<file path="config.mk">
export PLATFORM = sky130hd
export DESIGN_NAME = fpu_issue_ctrl
export DESIGN_NICKNAME = d
export VERILOG_FILES = /design/src/rtl/fpu_issue_ctrl.sv
export SDC_FILE = /design/constraint.sdc
export NUM_CORES = 1
export LEC_CHECK = 0
export CAP_MARGIN = 25
export CORE_UTILIZATION = 36
export CTS_CLUSTER_SIZE = 14
export DETAILED_ROUTE_END_ITERATION = 10
export GPL_ROUTABILITY_DRIVEN = 0
export PLACE_DENSITY = 0.77
export SYNTH_ARGS = -nofsm -noshare
export SYNTH_HDL_FRONTEND = slang
export SYNTH_SLANG_ARGS = --single-unit
</file>
<file path="constraint.sdc">
create_clock -name clk -period 1.54 [get_ports clk]
set_clock_uncertainty 0.05 [all_clocks]
set_input_delay 0.231 -clock clk [delete_from_list [all_inputs] [get_ports clk]]
set_output_delay 0.231 -clock clk [all_outputs]
set_load 0.005 [all_outputs]
</file>
<file path="src/rtl/fpu_issue_ctrl.sv">
// FP issue controller: hands one instruction at a time to an FPU and owns fcsr (frm, sticky fflags).
// Optional macro FPU_TIMEOUT_EN adds a busy watchdog that aborts a hung operation with a canonical NaN.
module fpu_issue_ctrl #(
  parameter int FLEN           = 32,
  parameter int TIMEOUT_CYCLES = 64
) (
  input  logic            clk,
  input  logic            rstLow,
  input  logic            valid_i,
  output logic            ready_o,
  input  logic [FLEN-1:0] rs1_i,
  input  logic [FLEN-1:0] rs2_i,
  input  logic [FLEN-1:0] rs3_i,
  input  logic [4:0]      funct5_i,
  input  logic [2:0]      rm_i,
  input  logic [4:0]      rd_i,
  output logic [FLEN-1:0] fpu_rs1_o,
  output logic [FLEN-1:0] fpu_rs2_o,
  output logic [FLEN-1:0] fpu_rs3_o,
  output logic [4:0]      fpu_funct5_o,
  output logic [2:0]      fpu_frm_o,
  output logic            fpu_start_o,
  input  logic [FLEN-1:0] fpu_c_i,
  input  logic [4:0]      fpu_fflags_i,
  input  logic            fpu_busy_i,
  output logic            wb_valid_o,
  input  logic            wb_ready_i,
  output logic [4:0]      wb_rd_o,
  output logic [FLEN-1:0] wb_data_o,
  output logic            wb_illegal_o,
  input  logic            csr_we_i,
  input  logic [7:0]      csr_wdata_i,
  output logic [7:0]      csr_rdata_o,
  output logic [1:0]      dbg_state_o
);

  // Handshakes: a transfer happens on a rising edge where valid and ready are both high;
  // wb_* stay stable while wb_valid_o is high and wb_ready_i is low.

  typedef enum logic [1:0] {
    S_IDLE  = 2'd0,
    S_ISSUE = 2'd1,
    S_WAIT  = 2'd2,
    S_WB    = 2'd3
  } state_t;

  state_t     state_q, state_d;
  logic [2:0] frm_q;
  logic [4:0] fflags_q, fflags_d;
  logic [2:0] rm_res;
  logic       rm_illegal;
  logic       accept;
  logic       capture;
  logic       timeout;

  assign rm_res      = (rm_i == 3'b111) ? frm_q : rm_i;
  assign rm_illegal  = (rm_res >= 3'd5);
  assign accept      = (state_q == S_IDLE) && valid_i;
  assign capture     = ((state_q == S_ISSUE) || (state_q == S_WAIT)) && !fpu_busy_i;
  assign csr_rdata_o = {frm_q, fflags_q};
  assign dbg_state_o = state_q;

`ifdef FPU_TIMEOUT_EN
  localparam int CW = (TIMEOUT_CYCLES > 1) ? $clog2(TIMEOUT_CYCLES) : 1;
  localparam logic [CW-1:0] CNT_LAST = CW'(TIMEOUT_CYCLES - 1);
  logic [CW-1:0] wait_cnt_q;

  // Counter reads zero on the first WAIT cycle, so the abort lands on WAIT cycle TIMEOUT_CYCLES.
  always_ff @(posedge clk or negedge rstLow) begin
    if (!rstLow)                wait_cnt_q <= '0;
    else if (state_q != S_WAIT) wait_cnt_q <= '0;
    else                        wait_cnt_q <= wait_cnt_q + 1'b1;
  end

  assign timeout = (state_q == S_WAIT) && fpu_busy_i && (wait_cnt_q == CNT_LAST);
`else
  logic unused_timeout_cfg;
  assign unused_timeout_cfg = ^TIMEOUT_CYCLES;
  assign timeout = 1'b0;
`endif

  always_ff @(posedge clk or negedge rstLow) begin
    if (!rstLow) state_q <= S_IDLE;
    else         state_q <= state_d;
  end

  always_comb begin
    state_d     = state_q;
    ready_o     = 1'b0;
    fpu_start_o = 1'b0;
    wb_valid_o  = 1'b0;
    case (state_q)
      S_IDLE: begin
        ready_o = 1'b1;
        if (valid_i) state_d = rm_illegal ? S_WB : S_ISSUE;
      end
      S_ISSUE: begin
        fpu_start_o = 1'b1;
        state_d     = fpu_busy_i ? S_WAIT : S_WB;
      end
      S_WAIT: begin
        if (capture || timeout) state_d = S_WB;
      end
      S_WB: begin
        wb_valid_o = 1'b1;
        if (wb_ready_i) state_d = S_IDLE;
      end
      default: state_d = S_IDLE;
    endcase
  end

  // A CSR write and an FPU capture on the same edge merge, so no exception is dropped.
  always_comb begin
    fflags_d = csr_we_i ? csr_wdata_i[4:0] : fflags_q;
    if (capture)      fflags_d = fflags_d | fpu_fflags_i;
    else if (timeout) fflags_d = fflags_d | 5'b10000;
  end

  always_ff @(posedge clk or negedge rstLow) begin
    if (!rstLow) begin
      fpu_rs1_o    <= '0;
      fpu_rs2_o    <= '0;
      fpu_rs3_o    <= '0;
      fpu_funct5_o <= '0;
      fpu_frm_o    <= '0;
      wb_rd_o      <= '0;
      wb_data_o    <= '0;
      wb_illegal_o <= 1'b0;
      frm_q        <= '0;
      fflags_q     <= '0;
    end else begin
      if (accept) begin
        fpu_rs1_o    <= rs1_i;
        fpu_rs2_o    <= rs2_i;
        fpu_rs3_o    <= rs3_i;
        fpu_funct5_o <= funct5_i;
        fpu_frm_o    <= rm_res;
        wb_rd_o      <= rd_i;
        wb_illegal_o <= rm_illegal;
        wb_data_o    <= '0;
      end else if (capture) begin
        wb_data_o <= fpu_c_i;
      end else if (timeout) begin
        wb_data_o <= FLEN'(32'h7FC0_0000);
      end
      if (csr_we_i) frm_q <= csr_wdata_i[7:5];
      fflags_q <= fflags_d;
    end
  end

endmodule

</file>
Yosys cells after proc, flatten, opt, wreduce, memory -nomap -nowiden. Cells that the tools add are included. Widths: inputs -> output; s select.

Register bits: 152. Latch bits: 0. Bits in writable memories: 0. Memory bits (read-only): 0. Input port bits: 160. Output and inout bits: 155. Memories: 0.

$add $sub $neg: 0. $mul: 0. Div/mod/pow operators: 0. Order comparisons: 1. Equal/unequal tests: 7. Shifts and indexed selects: 0. Muxes and demuxes: 14. Bitwise operators: 1. Reductions and logical operators: 7.

Operators by type and width (number): $mux 32 (2); $mux 5 (2); $mux 2 (4); $pmux 2 s4 (1); $ne 2x2->1 const B (3); $or 5x5->5 (1); $eq 2x2->1 const B (2); $mux 1 (4); $eq 3x3->1 const B (1); $ge 3x3->1 const B (1); $mux 3 (1); $reduce_and 3->1 (1); $eq 2x1->1 const B (1); $logic_and 1x1->1 (2); $logic_not 2->1 (1); $reduce_bool 2->1 (1); $logic_not 1->1 (1); $logic_or 1x1->1 (1).

Longest topological paths before layout. Gate-level depths: netlist of run 1.

Word-level depth: 6. Mapped depth: 7. Gate-level depth less buffers: 5.

Worst setup path before layout of run 1. OpenSTA, ideal clock, no wires.

Kind: register to register. Start: reg state_q[0], in the netlist dbg_state_o[0]. End: reg state_q[0], in the netlist dbg_state_o[0]. Setup time: 0.141 ns. Arrival: 1.457 ns. Required time: 1.349 ns. Slack: -0.108 ns. Cell stages (with the launch flop): 7. Path buffers: 1. Period minus slack after synthesis: 1.648 ns. Cell sequence: dfrtp_1 inv_1 ha_1 nand2b_4 buf_6 a2111oi_1 o22ai_1.

Longest elaborated chain between the ends: 5.

RTL lines: start, declared (line 47) `state_t state_q, state_d;`; start signal, assigned (line 84) `else state_q <= state_d;`; $eq 2x1->1 or $eq 2x2->1 (tied branches) (line 59, 92); $logic_or 1x1->1 (line 59) `assign capture = ((state_q == S_ISSUE) || (state_q == S_WAIT)) && !fpu_busy_i;`; $logic_and 1x1->1 (line 59); $ne 2x2->1 (no line); $reduce_and 3->1 (no line).

Parallel ways exist; a longest one is shown, timed or not. A chain may end at the register's enable or synchronous reset.

Final worst setup path of run 1.
Start: reg state_q[1], in the netlist dbg_state_o[1]. End: reg state_q[0], in the netlist dbg_state_o[0].

Same word-level chain as after synthesis.

==> results of run 1 <==
==> timing repair <==
item                                    in CTS  in global routing
gates resized for setup                    179                 34
buffers inserted                            19                  1
pin swaps                                    6                 10
cloned                                       2                  1
hold endpoints to repair                   152                  0
hold buffers                                 1                  0
endpoints found under the setup margin     175                 59
==> logic make-up (layout without fill, tap and decap cells) <==
logic type | Yosys count | in the layout
AO/OA/AOI/OAI | 55 | 55
adder cells (fa/ha/maj) | 4 | 4
buffers and inverters | 38 | 406
flip-flops | 152 | 152
multiplexers | 3 | 3
AND/OR/NAND/NOR | 401 | 401
==> cell usage after synthesis (all sizes together) <==
cell type,instances
o22ai,1
inv,2
clkbuf,5
a21o,1
a311oi,1
a2111oi,2
nand2b,1
and2b,1
a221o,5
buf,31
nor2b,9
a211o,1
ha,4
a21oi,32
dfrtp,152
and2,1
o211ai,1
a31o,1
o21ai,9
nand2,389
mux2,3
a22oi,1
==> through the flow <==
stage,setup WS [ns],total power [mW],setup TNS [ns]
after floorplan,-0.0210,9.82,-0.0210
after global placement,-0.0340,15.0,-0.529
after detailed placement,-0.0659,15.2,-1.12
after CTS,-0.131,19.0,-0.306
after global routing,-0.105,20.6,-0.731
final,-0.0536,19.2,-0.0987
==> flip-flops by register name, indices dropped and copies added (netlist names) <==
name / cells
fpu_rs3_o: 32
fpu_rs1_o: 32
wb_rd_o: 5
fflags_q: 5
dbg_state_o: 2
fpu_rs2_o: 32
fpu_frm_o: 3
frm_q: 3
fpu_funct5_o: 5
wb_data_o: 32
wb_illegal_o: 1
==> critical path, delay by kind of cell, from the launching register on <==
family	cells	cell delay (ns)
AOI/OAI and AO/OA	2	0.55
DFF	1	0.37
adders and majority gates	1	0.28
buffers and inverters	2	0.17
and+or+nand+nor	1	0.10
==> per-layer routing <==
| metal | vias up | track usage (%) | share of wire [%] |
|---|---|---|---|
| met3 | 38 | 8.18 | 7.9 |
| met2 | 206 | 38.4 | 51 |
| li1 | 2749 | - | - |
| met5 | - | 0 | 0 |
| met1 | 2713 | 25.3 | 39 |
| met4 | 0 | 7.91 | 2.7 |
==> worst max path at each step <==
stage	from	to	slack (ns)	cells after the start
after floorplan	dbg_state_o[1]	dbg_state_o[0]	-0.02	6
after global placement	fpu_busy_i	fflags_q[4]	-0.03	4
after detailed placement	fpu_busy_i	wb_data_o[14]	-0.07	6
after CTS	dbg_state_o[1]	wb_valid_o	-0.13	3
after global routing	dbg_state_o[1]	dbg_state_o[0]	-0.10	6
final	dbg_state_o[1]	dbg_state_o[0]	-0.05	6
==> layout make-up <==
type,count,area (um^2)
timing repair buffer,373,3610
fill,1362,5590
tap,216,270
inverter,2,7.51
sequential,152,3800
clock buffer,19,443
multi-input combinational,463,2130
clock inverter,12,149
==> power breakdown <==
part           switching (mW)  internal, mW  total (mW)
combinational            3.95          4.44        8.39
sequential              0.851          5.76        6.61
clock                    1.63          2.58        4.21
==> qor.csv, run 1 <==
metric,value,unit
status,"finished, violations left",
violations,negative setup slack,
syn_to_final_growth,74.8,%
viasPerCell,4.61,
synth_compound_area_share,5.53,%
netlist.area_leader.share,63.9,%
antenna_found_initial,0,
ys_top_cells_by_area,"dfrtp_1 (64%), nand2_1 (25%), a21oi_1 (2.7%), buf_2 (2.3%), nor2b_1 (0.95%)",
grt_usage,22.2,%
cts.sinks,152,
start_util,37.2,%
slew_headroom,79.4,%
synthesis.nets,817,
yosysTopAreaCell,dfrtp_1,
clk_path_buf_depth,2,
ys_types,26,
rows,46,
synth_area,0.00596,mm^2
place_hpwl,13300,um
powerDensity,1850,mW/mm^2
reg2reg_from,dbg_state_o[1],
dr.pass1.iters,4,
required,1.81,ns
layout_commonest_cell,nand2_1,
slew_violations,0,
hold_viol,0,
avgSynthCellArea,9.12,um^2
path_cells,"inv_2, ha_4, buf_6, nand2b_4, a211o_1, o22ai_1",
cts-htree-levels,4,
finalInstanceArea,0.0104,mm^2
final-setup-viol-count,2,
first_global_vias,5780,
cts_tree,yes,
setup_ws,-0.0536,ns
grt_overflow,0,
grt_max_degree,55,
synth-simple-area-share,25.9,%
rr_worst_depth,6,
vdd_drop_max,0.00103,V
clkTransAtPathRegs,0.06,ns
routed_wl,19100,um
hold_ws,0.195,ns
routedWlPerCell,15.5,um
timing.final.crit_share,103,%
yosys_register_bits,152,
cts_buffers,17,
slowest_stage,dfrtp_1,
path_class,register to register,
start_kind,register,
ys_seq_area_share,63.9,%
clk_latency,0.41,ns
grt_setup_unrepaired,true,
max_freq,628,MHz
drive_above_1_share,12.6,%
core-area,0.0160,mm^2
hp-class,input port to async pin,
synth_top_family_by_area,simple AND/OR/NAND/NOR gates,
fp.dieW,131,um
io_pins,315,
dieArea,0.0171,mm^2
crit_arrival,1.87,ns
tightest_slew,0.308,ns
cts_root_buf,clkbuf_16,
synthAdderAreaFrac,0.840,%
netlist_instances,653,
leakage,5.42,nW
critPathMaxStageDelay,0.37,ns
io_buffers,314,
stdcell_count,1237,
end_kind,register,
drtIter0Drc,244,
dp.cells,1183,
critical_path.max_fanout,6,
diodes,0,
max_cap_viol_count,0,
ys.warnings.count,0,
antenna_left,0,
r2r-end,dbg_state_o[0],
layout_common_cells,"nand2_1 (380), clkdlybuf4s50_1 (158), dfrtp_1 (152), dlygate4sd2_1 (149), buf_4 (38)",
layout.nets,1173,
placed_area,0.00959,mm^2
drc_errors,0,
rrSetupSlack,-0.05,ns
die_h,131,um
period_minus_slack,1.59,ns
synth-xor-area-share,0,%
post-route-util,65.1,%
vias,5706,
grt_pass1_wl,28800,um
synthMuxAreaShare,0.567,%
No activity file was read; power rests on OpenSTA's default activity.
==> run 2, diff against run 1 <==
--- a/config.mk
+++ b/config.mk
@@ -10,7 +10,9 @@
 export CTS_CLUSTER_SIZE = 14
 export DETAILED_ROUTE_END_ITERATION = 10
 export GPL_ROUTABILITY_DRIVEN = 0
+export HOLD_SLACK_MARGIN = 0.02
 export PLACE_DENSITY = 0.77
+export SLEW_MARGIN = 20
 export SYNTH_ARGS = -nofsm -noshare
 export SYNTH_HDL_FRONTEND = slang
 export SYNTH_SLANG_ARGS = --single-unit
==> results of run 2 <==
Same layout as run 1: the final DEF is identical, and so are final timing and power.
